File: config.mk
export PLATFORM = sky130hd
export DESIGN_NAME = stopwatch_counter
export DESIGN_NICKNAME = d
export VERILOG_FILES = /design/src/rtl/stopwatch_counter.sv
export SDC_FILE = /design/constraint.sdc
export NUM_CORES = 1
export LEC_CHECK = 0
export BUFFER_PORTS_ARGS = -buffer_cell sky130_fd_sc_hd__buf_2
export CAP_MARGIN = 15
export CORE_ASPECT_RATIO = 1.25
export CORE_MARGIN = 3
export CORE_UTILIZATION = 30
export DETAILED_ROUTE_END_ITERATION = 12
export PLACE_DENSITY = 0.57
export SLEW_MARGIN = 25
export SYNTH_ARGS = -nofsm -noshare
export SYNTH_HDL_FRONTEND = slang
export SYNTH_SLANG_ARGS = --single-unit
File: constraint.sdc
create_clock -name clock -period 1.63 [get_ports clock]
set_clock_uncertainty 0.05 [all_clocks]
set_input_delay 0.326 -clock clock [delete_from_list [all_inputs] [get_ports clock]]
set_output_delay 0.326 -clock clock [all_outputs]
set_load 0.005 [all_outputs]
File: src/rtl/stopwatch_counter.sv
// BCD stopwatch driven by the divider's slow div_clock: synchronise, edge-detect, count.
// Optional lap/hold display freeze is compiled in when LAP_HOLD_EN is defined.
module stopwatch_counter #(
  parameter int DIGITS      = 4,
  parameter int SYNC_STAGES = 2
) (
  input  logic                clock,
  input  logic                reset_n,
  input  logic                div_clock,
  input  logic                start_stop,
  input  logic                clear,
`ifdef LAP_HOLD_EN
  input  logic                lap,
  output logic                lap_active,
`endif
  output logic [4*DIGITS-1:0] bcd,
  output logic                running,
  output logic                rollover
);

  localparam int W = 4 * DIGITS;
  localparam logic [W-1:0] ALL_NINES = {DIGITS{4'h9}};

  typedef enum logic [1:0] {IDLE, RUN, PAUSE} state_t;

  state_t                 state_q, state_d;
  logic [SYNC_STAGES-1:0] sync_q;
  logic                   prev_q;
  logic                   tick;
  logic                   counted;
  logic                   wrap;
  logic [W-1:0]           count_q, count_d;

  // Ripple-carry BCD increment; a digit at 9 wraps to 0 and passes the carry upward.
  function automatic logic [W-1:0] bcd_inc(input logic [W-1:0] v);
    logic [W-1:0] r;
    logic         carry;
    r     = v;
    carry = 1'b1;
    for (int d = 0; d < DIGITS; d++) begin
      if (carry) begin
        if (v[4*d +: 4] == 4'd9) begin
          r[4*d +: 4] = 4'd0;
        end else begin
          r[4*d +: 4] = v[4*d +: 4] + 4'd1;
          carry       = 1'b0;
        end
      end
    end
    return r;
  endfunction

  // div_clock is asynchronous to clock, so it only enters logic after the sync chain.
  always_ff @(posedge clock or negedge reset_n) begin
    // NOTE: sequential state uses non-blocking (<=) so every flop samples pre-edge values.
    if (!reset_n) begin
      sync_q <= '0;
      prev_q <= 1'b0;
    end else begin
      sync_q <= {sync_q[SYNC_STAGES-2:0], div_clock};
      prev_q <= sync_q[SYNC_STAGES-1];
    end
  end

  assign tick = sync_q[SYNC_STAGES-1] & ~prev_q;

  always_comb begin
    // NOTE: defaults first so no path leaves state_d unassigned (that would infer a latch).
    state_d = state_q;
    if (clear) begin
      state_d = IDLE;
    end else if (start_stop) begin
      unique case (state_q)
        IDLE:    state_d = RUN;
        RUN:     state_d = PAUSE;
        PAUSE:   state_d = RUN;
        default: state_d = IDLE;
      endcase
    end
  end

  // Counting uses the current state, so a tick on the cycle leaving RUN still counts
  // and a tick on the cycle entering RUN does not.
  assign counted = (state_q == RUN) && tick && !clear;
  assign wrap    = counted && (count_q == ALL_NINES);

  always_comb begin
    count_d = count_q;
    if (clear)        count_d = '0;
    else if (counted) count_d = bcd_inc(count_q);
  end

  always_ff @(posedge clock or negedge reset_n) begin
    if (!reset_n) begin
      state_q  <= IDLE;
      count_q  <= '0;
      running  <= 1'b0;
      rollover <= 1'b0;
    end else begin
      state_q  <= state_d;
      count_q  <= count_d;
      running  <= (state_d == RUN);
      rollover <= wrap;
    end
  end

`ifdef LAP_HOLD_EN
  logic         hold_q, hold_d;
  logic [W-1:0] snap_q, snap_d;
  logic [W-1:0] shown_q;

  // Lap toggles the display freeze; the snapshot is the count visible at the lap pulse.
  always_comb begin
    hold_d = hold_q;
    snap_d = snap_q;
    if (clear) begin
      hold_d = 1'b0;
    end else if (lap && (state_q == RUN)) begin
      hold_d = !hold_q;
      if (!hold_q) snap_d = count_q;
    end
  end

  always_ff @(posedge clock or negedge reset_n) begin
    if (!reset_n) begin
      hold_q  <= 1'b0;
      snap_q  <= '0;
      shown_q <= '0;
    end else begin
      hold_q  <= hold_d;
      snap_q  <= snap_d;
      shown_q <= hold_d ? snap_d : count_d;
    end
  end

  assign bcd        = shown_q;
  assign lap_active = hold_q;
`else
  assign bcd = count_q;
`endif

endmodule

* After elaboration in Yosys (flattened, before gate mapping)
Index checks and enable logic that the tools add are counted.
** Word-level totals
- Output and inout bits :: 18
- Input port bits :: 5
- Word-level logic and storage cells :: 59
- Register bits after elaboration :: 23
** Operators by class
- Reductions and logical operators :: 13
- Muxes and demuxes :: 23
- Bitwise operators :: 2
- Eq/ne operators :: 8
- Add/subtract/negate cells :: 4
** Operators with widths (count)
- 16-bit two-way mux :: 2
- 4-bit two-way mux :: 7
- 4-bit by 1-bit adder with 4-bit output, second input constant :: 4
- 16-bit equality test, second input constant :: 1
- 4-bit equality test, second input constant :: 4
- 1-bit two-way mux :: 11
- 2-bit nonzero test :: 4
- 2-bit AND reduction :: 3
- 2-bit by 1-bit equality test with 1-bit output, second input constant :: 2
- 2-bit two-way mux :: 2
- 2-bit one-hot mux with 2 select lines :: 1
- 1-bit logical AND :: 3
- 2-bit equality test, second input constant :: 1
- 2-bit zero test :: 1
- 2-bit OR reduction :: 1
- 1-bit AND :: 1
- 1-bit zero test :: 1
- 1-bit NOT :: 1

* Logic depth before layout (Yosys ltp)
Gate-level depths: netlist of the first run.
- Word-level depth :: 15
- Depth in mapped cells :: 7
- Gate-level depth less buffers :: 6

* Least setup slack after synthesis of the first run
OpenSTA, ideal clock, no wires.
- Path kind :: register to register
- Start point :: register count_q[1] (netlist: bcd[1])
- End point :: register count_q[14] (netlist: bcd[14])
- Buffers on the path :: 1
- Period minus slack after synthesis :: 1.777 ns
- Path slack :: -0.147 ns
- Cell stages (with the launch flop) :: 8
- Data arrival time :: 1.648 ns
- Cells stage by stage :: dfrtp_1 inv_1 ha_1 and3b_1 buf_6 nand4_4 or4_1 a21oi_1
** On the way
- Word-level cells in the longest chain between the ends :: 12
** RTL lines
- start: declaration :: line 32 : logic [W-1:0] count_q, count_d;
- start signal: assignment :: line 101 : count_q <= count_d;
- 4-bit equality test :: line 42 : if (v[4*d +: 4] == 4'd9) begin
- 1-bit two-way mux :: line 42
- 1-bit two-way mux :: line 90 : else if (counted) count_d = bcd_inc(count_q);
- 1-bit two-way mux :: line 89 : if (clear) count_d = '0;
- 1-bit two-way mux :: line 41 : if (carry) begin
- 1-bit two-way mux :: line 90
- 1-bit two-way mux :: line 89
- 1-bit two-way mux :: line 41
- 1-bit two-way mux :: line 90
- 1-bit two-way mux :: line 89
- 2-bit nonzero test (no source line)
- 2-bit AND reduction (no source line)
No other way between the ends. The select of a mux whose other input is x is not followed.
A chain may end at the register's enable or synchronous reset.

* Final worst setup path of the first run
Ends and elaborated chain as after synthesis.

==> impl_metrics.csv, run 1 <==
group,metric,value,unit
sta,worst_slew_pin_slew,0.536,ns
sta,hold_viol,0,
min_path,holdCritPathClass,"in2reg",
route,firstDrtPassIters,4,
power_and_ir_drop,power_switching,0.000228,W
placement,place_ws,-0.142,ns
yosys,ys_seq_elements,23,
power_and_ir_drop,combPwrFrac,6.8,%
route,vias,1036,
critical_path,startpoint_type,"flip-flop",
finish,fin_cells,219,
sta,setup_violations,4,
run_status,outcome,"finished, violations left",
floorplan,boundaryPins,23,
yosys,ys_warn_count,0,
clock_tree,cts_tree,"yes",
critical_path,required,1.78,ns
floorplan,die_area,0.00481,mm²
yosys,synth_top_area_share,47.8,%
yosys,synthSimpleGateAreaFrac,26.1,%
critical_path,end_kind,"flip-flop",
sta,layout_setup_ws,-0.0211,ns
global_routing,grt_max_degree,24,
sta,fmax,606,MHz
route,drt_iter0_markers,31,
run_status,failed_checks,"negative setup slack",
finish,drive_above_1_share,38.2,%
yosys,syn_nets,129,
critical_path,critPathKind,"reg2reg",
route,routed_via_density,4.73,
yosys,post-synth-top-count-cell,"dfrtp_1",
critical_path,cp_max_fo,4,
clock_tree,clock_latency,0.27,ns
global_routing,met2_usage,21.0,%
yosys,netlist_instances,118,
global_routing,met3_usage,2.05,%
finish,diodes,0,
placement,hpwlAfterDp,2.02,mm
sta,period_share,101,%
power_and_ir_drop,finalPower,0.00101,W
critical_path,critPathTopFamily,"simple AND/OR/NAND/NOR gates",
clock_tree,clockBufferDepth,2,
yosys,synth_adder_area_share,6.24,%
placement,dpl-instance-area,0.00151,mm²
sta,rsz0062_at_grt,"true",
yosys,synth_area_leaders,"dfrtp_1, ha_1, nor2_1",
yosys,synth.cells.most_frequent,"dfrtp_1, nor2_1, a21oi_1, nand2_1",
clock_tree,clock-root-buffer,"clkbuf_8",
clock_tree,clock_sinks,23,
global_routing,grt_overflow,0,
run,cap_viol_max_count,0,
power_and_ir_drop,p_int,0.000779,W
critical_path,arrival,1.80,ns
floorplan,die_y,76.8,µm
yosys,yosysSeqAreaShare,47.8,%
yosys,synth_top_family_by_area,"simple AND/OR/NAND/NOR gates",
sta,finalCriticalPeriod,1.65,ns
global_routing,grt_busiest_layer,"met2",
yosys,synthMuxAreaShare,4.26,%
clock_tree,h-tree-depth,1,
sta,slew_headroom,64.3,%
global_routing,grt_use_met1,14.9,%
finish,final_util,42.2,%
placement,port_buffers,22,
global_routing,grt_first_pass_wirelength,4.76,mm
yosys,synth_xor_area_share,2.18,%
finish,final_nets,177,
finish,design_area,0.00161,mm²
yosys,synth_edf_count,0,
power_and_ir_drop,p_leak,0.817,nW
min_path,hold_path.startpoint,"div_clock",
critical_path,critPathBufInv,1,
critical_path,reg2reg_from,"bcd[1]$_DFFE_PN0P_",
global_routing,grt_pass1_vias,1039,
sta,finalMaxSlewViolations,0,
route,drtAntennaViolNets,0,
yosys,synth_compound_area_share,9.36,%
route,wl_per_cell,12.3,µm
floorplan,core,0.00382,mm²
power_and_ir_drop,powerDensity,626,mW/mm²
route,wirelength,2.69,mm
critical_path,crit_start,"bcd[1]$_DFFE_PN0P_",
yosys,synth_ff_type,"dfrtp_1",
yosys,postSynth.asyncResetShare,100,%
floorplan,rows,25,
critical_path,max_stage_delay,0.48,ns
clock_tree,clkTransAtPathRegs,0.08,ns
global_routing,antenna_found_initial,0,
clock_tree,cts_made_buffers,3,
power_and_ir_drop,power.sequential.fraction,58.1,%
power_and_ir_drop,vdd_drop_max,307,µV
yosys,synth.distinct_cells,33,
yosys,syn_area,0.00120,mm²
yosys,post_synth.cell_area_avg,10.2,µm²
critical_path,cp_slowest_cell,"or4_4",
floorplan,die_w,62.7,µm
placement,gp_congestion,0.765,
critical_path,crit_path_cell_trace,"inv_1 > ha_2 > and3b_2 > nand4_4 > or4_4 > a21oi_2",
power_and_ir_drop,swShare,22.6,%
yosys,yosys.area.top_type,"dfrtp_1",
route,drc_errors,0,
power_and_ir_drop,clkPwrFrac,35.1,%
placement,place_inst,211,
floorplan,start_util,31.5,%
global_routing,grt_use_total,12.1,%
finish,syn2layout_area_growth,33.8,%
-- sequential cells by signal (all words and copies together), names as in the netlist --
register / flops
bcd: 16
prev_q: 1
rollover: 1
running: 1
state_q: 2
sync_q: 2
-- kinds of logic (layout without fill, tap and decap cells) --
| logic type | count (synthesis) | in the layout |
|---|---|---|
| buffers and inverters | 9 | 56 |
| flip-flops | 23 | 23 |
| multiplexers | 5 | 5 |
| AO/OA/AOI/OAI | 20 | 20 |
| adder cells (fa/ha/maj) | 6 | 6 |
| AND/OR/NAND/NOR | 52 | 52 |
| XOR/XNOR | 3 | 3 |
-- timing repair --
action	in CTS	in global routing
pin swaps	2	3
hold buffers	1	0
endpoints found under the hold margin	13	0
buffers inserted	0	3
gates resized for setup	1	6
endpoints found under the setup margin	7	11
-- worst paths after layout --
kind | to | slack (ns) | cells after the start
setup / recovery | bcd[14]$_DFFE_PN0P_ | -0.02 | 6
hold / removal | sync_q[0]$_DFF_PN0_ | 0.11 | 1
setup reg to reg | bcd[14]$_DFFE_PN0P_ | -0.02 | 6
hold reg to reg | sync_q[1]$_DFF_PN0_ | 0.31 | 0
max in group asynchronous | state_q[0]$_DFF_PN0_ | 0.64 | 2
min in group asynchronous | bcd[3]$_DFFE_PN0P_ | 0.52 | 2
-- cells in the final DEF (no fill, tap or decap), types with 2 or more instances in the layout --
cell type,n
buf_4,24
dfrtp_1,23
buf_2,22
nor2_1,16
a21oi_1,8
nand2_1,6
inv_1,5
o21ai_0,5
ha_1,5
nor3_1,4
mux2i_1,4
nor2b_1,3
or3_1,3
clkbuf_8,3
and3b_1,2
nand3_1,2
xor2_1,2
a21oi_2,2
and3_2,2
a21boi_0,2
-- area by class of cell --
cell class / instances / area (µm²)
Clock inverter: 1 / 5.00
Multi-Input combinational cell: 86 / 602
Sequential cell: 23 / 576
Tap cell: 54 / 67.6
Timing Repair Buffer: 47 / 300
Clock buffer: 3 / 41.3
Fill cell: 391 / 2210
Inverter: 5 / 18.8
-- metrics by stage --
step	setup TNS [ns]	hold WS, ns
floorplan	-0.119	-0.0196
global placement	-0.130	0.280
detailed placement	-0.357	0.290
CTS	-0.127	0.0976
global route	-0.798	0.0932
finish	-0.0530	0.109
-- power groups by stage --
stage               logic [W]  clock network, W  registers (W)
floorplan           0.0000275                 0       0.000600
global placement    0.0000648                 0       0.000597
detailed placement  0.0000675                 0       0.000597
CTS                 0.0000693          0.000376       0.000586
global route        0.0000766          0.000390       0.000587
finish              0.0000683          0.000354       0.000586
-- layer usage --
layer | routed length (µm) | share of wire, %
met1 | 1190 | 44
met2 | 1340 | 50
met3 | 125 | 4.6
met4 | 40 | 1.5
met5 | 0 | 0
No activity file was read; power rests on OpenSTA's default activity.
==> inputs of run 2 (changes only) <==
- RECOVER_POWER: unset -> 50
==> run 2 against run 1 <==
  * The run still ends with negative setup slack left
  * Fmax barely moved
  * Total power decreased by 0.24%
  * Final cell count unchanged
  * Clock-buffer cell count unchanged
  * Combinational power decreased by 3.2%
  * Sequential share of layout area rose by 0.083 points
  * Via count unchanged
  * Clock power about the same
  * Flip-flop and latch count is the same
  * Sequential power barely moved
  * Register-to-register slack is essentially flat
  * Critical endpoint unchanged
==> impl_metrics.csv, run 2 (synthesized netlist as in run 1, its figures left out) <==
group,metric,value,unit
route,drt_iter0_markers,38,
sta,layout_setup_ws,-0.0211,ns
clock_tree,clkTransAtPathRegs,0.08,ns
finish,mostFrequentLayoutCells,"dfrtp_1, buf_4, buf_2",
finish,fin_cells,219,
global_routing,antenna_found_initial,0,
sta,hold_viol,0,
global_routing,grt_max_degree,24,
min_path,holdCritPathClass,"in2reg",
finish,syn2layout_area_growth,33.5,%
critical_path,rrSetupSlack,-0.02,ns
critical_path,critPathTopFamily,"simple AND/OR/NAND/NOR gates",
sta,worst_slew_pin_slew,0.597,ns
min_path,hold_depth,1,
critical_path,r2r_cells,6,
run,cap_viol_max_count,0,
min_path,holdPathEnd,"sync_q[0]$_DFF_PN0_",
critical_path,crit_path_cell_trace,"inv_1 > ha_2 > and3b_2 > nand4_4 > or4_4 > a21oi_2",
finish,design_area,0.00161,mm²
clock_tree,clockBufferDepth,2,
critical_path,reg2reg_to,"bcd[14]$_DFFE_PN0P_",
route,wl_per_cell,12.3,µm
critical_path,critPathBufInv,1,
placement,dpl-instance-area,0.00151,mm²
route,routed_via_density,4.73,
sta,fin_tns_setup,-0.0532,ns
clock_tree,clock_latency,0.27,ns
clock_tree,cts_tree,"yes",
placement,place_inst,211,
finish,largest_reg_flops,16,
clock_tree,clock_sinks,23,
sta,hold_slack,0.109,ns
critical_path,end_kind,"flip-flop",
route,drtAntennaViolNets,0,
global_routing,grt_first_pass_wirelength,4.76,mm
sta,fmax,606,MHz
floorplan,die_w,62.7,µm
clock_tree,cts_made_buffers,3,
route,wirelength,2.69,mm
floorplan,boundaryPins,23,
critical_path,cp_slowest_cell,"or4_4",
global_routing,grt_overflow,0,
min_path,hold_path.startpoint,"div_clock",
sta,period_share,101,%
run_status,outcome,"finished, violations left",
placement,port_buffers,22,
floorplan,core,0.00382,mm²
finish,final_nets,177,
critical_path,required,1.78,ns
clock_tree,h-tree-depth,1,
finish,drive_above_1_share,37.6,%
critical_path,cp_max_fo,4,
sta,slew_headroom,60.2,%
route,drc_errors,0,
critical_path,startpoint_type,"flip-flop",
sta,finalCriticalPeriod,1.65,ns
critical_path,reg2reg_from,"bcd[1]$_DFFE_PN0P_",
power_and_ir_drop,vdd_drop_max,307,µV
sta,rsz0062_at_grt,"true",
run_status,failed_checks,"negative setup slack",
critical_path,max_stage_delay,0.48,ns
floorplan,rows,25,
placement,hpwlAfterDp,2.02,mm
power_and_ir_drop,powerDensity,626,mW/mm²
power_and_ir_drop,p_leak,0.813,nW
global_routing,grt_use_total,12.1,%
sta,setup_violations,4,
critical_path,arrival,1.80,ns
global_routing,grt_pass1_vias,1039,
floorplan,die_area,0.00481,mm²
floorplan,die_y,76.8,µm
floorplan,start_util,31.5,%
route,firstDrtPassIters,4,
clock_tree,clock-root-buffer,"clkbuf_8",
sta,finalMaxSlewViolations,0,
route,vias,1036,
finish,diodes,0,
placement,gp_congestion,0.765,
critical_path,critPathKind,"reg2reg",
## run 2: cell count changes in the layout (fill, tap and decap cells not counted), sizes merged
cell and change:
clkbuf +2, buf -2
## run 2: report_power, final
part | switching [W] | internal [W]
sequential | 0.00000439 | 0.000581
combinational | 0.0000407 | 0.0000254
clock | 0.000183 | 0.000171
## run 2: area by class of cell
type	count	area [µm²]
repair buffers	47	297
fillers	392	2210
flip-flops and latches	23	576
well taps	54	67.6
multi-input cells	86	602
inverters	5	18.8
clock inverters	1	5.00
clock buffers	3	41.3
## run 2: how the worst max path moves through the flow
stage / startpoint / to / slack [ns] / depth (start not counted)
6_report: bcd[1]$_DFFE_PN0P_ / bcd[14]$_DFFE_PN0P_ / -0.02 / 6
5_1_grt: bcd[1]$_DFFE_PN0P_ / bcd[15]$_DFFE_PN0P_ / -0.12 / 7
4_1_cts: bcd[1]$_DFFE_PN0P_ / bcd[14]$_DFFE_PN0P_ / -0.06 / 6
3_5_place_dp: bcd[1]$_DFFE_PN0P_ / bcd[15]$_DFFE_PN0P_ / -0.14 / 7
3_3_place_gp: bcd[1]$_DFFE_PN0P_ / bcd[15]$_DFFE_PN0P_ / -0.07 / 7
2_1_floorplan: bcd[1]$_DFFE_PN0P_ / bcd[14]$_DFFE_PN0P_ / -0.12 / 7
## run 2: stage by stage
stage	utilization, %	total power (W)	setup WS, ns
after CTS	41.1	0.00103	-0.0650
after floorplan	-	0.000627	-0.119
after detailed placement	39.6	0.000665	-0.142
after global placement	39.6	0.000662	-0.0708
final	42.1	0.00101	-0.0211
after global routing	42.1	0.00105	-0.116
## run 2: layer usage
layer	global-route usage [%]	share of wire [%]	vias to the layer above
met5	0	0	-
met4	3.97	1.5	0
met3	2.05	4.8	5
met2	21.0	50	26
met1	14.9	44	500
li1	-	-	505
## run 2: what timing repair did
item / in CTS / in global routing
hold endpoints to repair: 13 / 0
endpoints found under the setup margin: 7 / 11
gates cloned: 0 / 0
pin swaps: 2 / 3
gates resized for setup: 1 / 6
hold buffers: 1 / 0
setup buffers: 0 / 3
## run 2: worst register-to-register path, cell delays in order, from the launching register on
cell and delay, ns:
dfrtp_1 0.39, inv_1 0.06, ha_2 0.17, and3b_2 0.24, nand4_4 0.08, or4_4 0.48, a21oi_2 0.12
==> inputs of run 3 (changes only) <==
- ABC_CLOCK_PERIOD_IN_PS: unset -> 1630
- CORE_MARGIN: 3 -> unset
==> run 3 against run 2 <==
  * The run still ends with negative setup slack left
  * Combinational power grew 0.8%
  * Largest cell class unchanged
  * Largest power group unchanged
  * Design area is 0.86% higher
  * Clock-buffer cell count is the same
  * Highest routed layer unchanged
  * Wire length rose by 1.8%
  * Die area decreased by 11%
  * First-iteration DRC count rose by 24%
  * Non-clock buffer count fell by 2
  * Register-to-register slack got worse by 0.02 ns
==> impl_metrics.csv, run 3 (synthesized netlist as in run 1, its figures left out) <==
group,metric,value,unit
route,drc_errors,0,
clock_tree,clock_latency,0.26,ns
critical_path,arrival,1.82,ns
finish,multi_input_area,623,µm²
power_and_ir_drop,p_int,0.000778,W
floorplan,core,0.00382,mm²
power_and_ir_drop,combPwrFrac,6.6,%
sta,fmax,597,MHz
finish,drive_above_1_share,39.3,%
sta,layout_setup_ws,-0.0444,ns
route,drtAntennaViolNets,0,
floorplan,boundaryPins,23,
critical_path,end_kind,"flip-flop",
clock_tree,clkTransAtPathRegs,0.09,ns
clock_tree,h-tree-depth,1,
global_routing,grt_pass1_vias,1026,
clock_tree,cts_tree,"yes",
route,firstDrtPassIters,4,
finish,n_fill_cell,408,
critical_path,required,1.78,ns
global_routing,grt_max_degree,24,
clock_tree,cts_made_buffers,3,
route,routed_via_density,4.76,
route,wirelength,2.74,mm
finish,syn2layout_area_growth,34.6,%
finish,regArea,576,µm²
sta,slew_headroom,15.1,%
sta,rsz0062_at_grt,"true",
finish,mostFrequentLayoutCells,"dfrtp_1, buf_2, buf_4",
floorplan,die_w,58.7,µm
power_and_ir_drop,p_leak,0.817,nW
critical_path,critPathKind,"reg2reg",
placement,hpwlAfterDp,2.05,mm
clock_tree,clock-root-buffer,"clkbuf_8",
critical_path,r2r_cells,6,
power_and_ir_drop,power.sequential.fraction,57.7,%
global_routing,grt_overflow,0,
min_path,hold_path.startpoint,"div_clock",
finish,largest_reg_flops,16,
route,drt_iter0_markers,47,
critical_path,reg2reg_to,"bcd[14]$_DFFE_PN0P_",
power_and_ir_drop,power_switching,0.000237,W
critical_path,reg2reg_from,"bcd[1]$_DFFE_PN0P_",
global_routing,grt_use_total,14.0,%
floorplan,rows,25,
sta,setup_violations,3,
min_path,holdCritPathClass,"in2reg",
power_and_ir_drop,clkPwrFrac,35.7,%
critical_path,cp_max_fo,4,
sta,finalMaxSlewViolations,0,
finish,final_common_cell,"dfrtp_1",
critical_path,rrSetupSlack,-0.04,ns
placement,port_buffers,22,
route,wl_per_cell,12.6,µm
clock_tree,clock_sinks,23,
finish,final_util,42.5,%
power_and_ir_drop,vdd_drop_max,445,µV
floorplan,start_util,31.5,%
power_and_ir_drop,swShare,23.3,%
floorplan,die_area,0.00427,mm²
min_path,holdPathEnd,"sync_q[0]$_DFF_PN0_",
finish,diodes,0,
placement,gp_congestion,0.820,
run,cap_viol_max_count,0,
run_status,outcome,"finished, violations left",
floorplan,die_y,72.8,µm
min_path,hold_depth,1,
power_and_ir_drop,powerDensity,626,mW/mm²
sta,finalCriticalPeriod,1.67,ns
route,vias,1034,
clock_tree,clockBufferDepth,2,
sta,hold_viol,0,
critical_path,startpoint_type,"flip-flop",
run_status,failed_checks,"negative setup slack",
global_routing,grt_first_pass_wirelength,4.57,mm
finish,final_nets,175,
sta,period_share,103,%
sta,hold_slack,0.111,ns
sta,worst_slew_pin_slew,1.27,ns
clock_tree,cts_hold_buf,0,
global_routing,antenna_found_initial,0,
-- run 3: cell count changes in the layout (fill, tap and decap cells not counted), sizes merged --
cell         change
dlygate4sd3      -1
clkbuf           -1
-- run 3: metrics by stage --
step	setup TNS (ns)	instances	power, W	worst slack (ns)	area [µm²]
floorplan	-0.119	118	0.000627	-0.119	1210
global placement	-0.0694	209	0.000663	-0.0686	1500
detailed placement	-0.267	209	0.000664	-0.158	1500
CTS	-0.148	214	0.00103	-0.0954	1560
global route	-0.999	217	0.00106	-0.152	1620
finish	-0.0933	217	0.00102	-0.0444	1620
-- run 3: critical path, stage by stage, from the launching register on --
cell,delay [ns]
dfrtp_1,0.39
inv_1,0.06
ha_2,0.16
and3b_2,0.24
nand4_4,0.09
or4_4,0.49
a21oi_2,0.13
-- run 3: area by class of cell --
| cell class | instances | share of cell area, % |
|---|---|---|
| clock inverters | 1 | 0.309 |
| inverters | 5 | 1.16 |
| repair buffers | 45 | 17.8 |
| multi-input cells | 86 | 38.5 |
| clock buffers | 3 | 2.55 |
| well taps | 54 | 4.17 |
| flip-flops and latches | 23 | 35.5 |
-- run 3: what timing repair did --
item / 4_1_cts / 5_1_grt
endpoints found under the setup margin: 6 / 9
pin swaps: 4 / 6
setup buffers: 1 / 3
gates resized for setup: 3 / 14
cloned: 0 / 0
-- run 3: worst max-delay path by stage --
stage	from	endpoint	slack, ns	depth (start not counted)
2_1_floorplan	bcd[1]$_DFFE_PN0P_	bcd[14]$_DFFE_PN0P_	-0.12	7
3_3_place_gp	bcd[1]$_DFFE_PN0P_	bcd[14]$_DFFE_PN0P_	-0.07	6
3_5_place_dp	bcd[1]$_DFFE_PN0P_	bcd[14]$_DFFE_PN0P_	-0.16	6
4_1_cts	bcd[1]$_DFFE_PN0P_	bcd[14]$_DFFE_PN0P_	-0.1	6
5_1_grt	bcd[1]$_DFFE_PN0P_	bcd[15]$_DFFE_PN0P_	-0.15	7
6_report	bcd[1]$_DFFE_PN0P_	bcd[14]$_DFFE_PN0P_	-0.04	6
-- run 3: power groups by stage --
stage                     clock [W]  combinational [W]  sequential [W]
after floorplan                   0          0.0000275        0.000600
after global placement            0          0.0000659        0.000597
after detailed placement          0          0.0000668        0.000598
after CTS                  0.000372          0.0000679        0.000586
after global routing       0.000401          0.0000744        0.000587
final                      0.000362          0.0000666        0.000586
-- run 3: layer usage --
layer	vias to the layer above	track usage, %	wire [µm]	part of all wire [%]
li1	502	-	-	-
met1	510	16.9	1180	43
met2	18	24.5	1440	53
met3	4	2.84	91	3.3
met4	0	5.03	21	0.77
met5	-	0	0	0
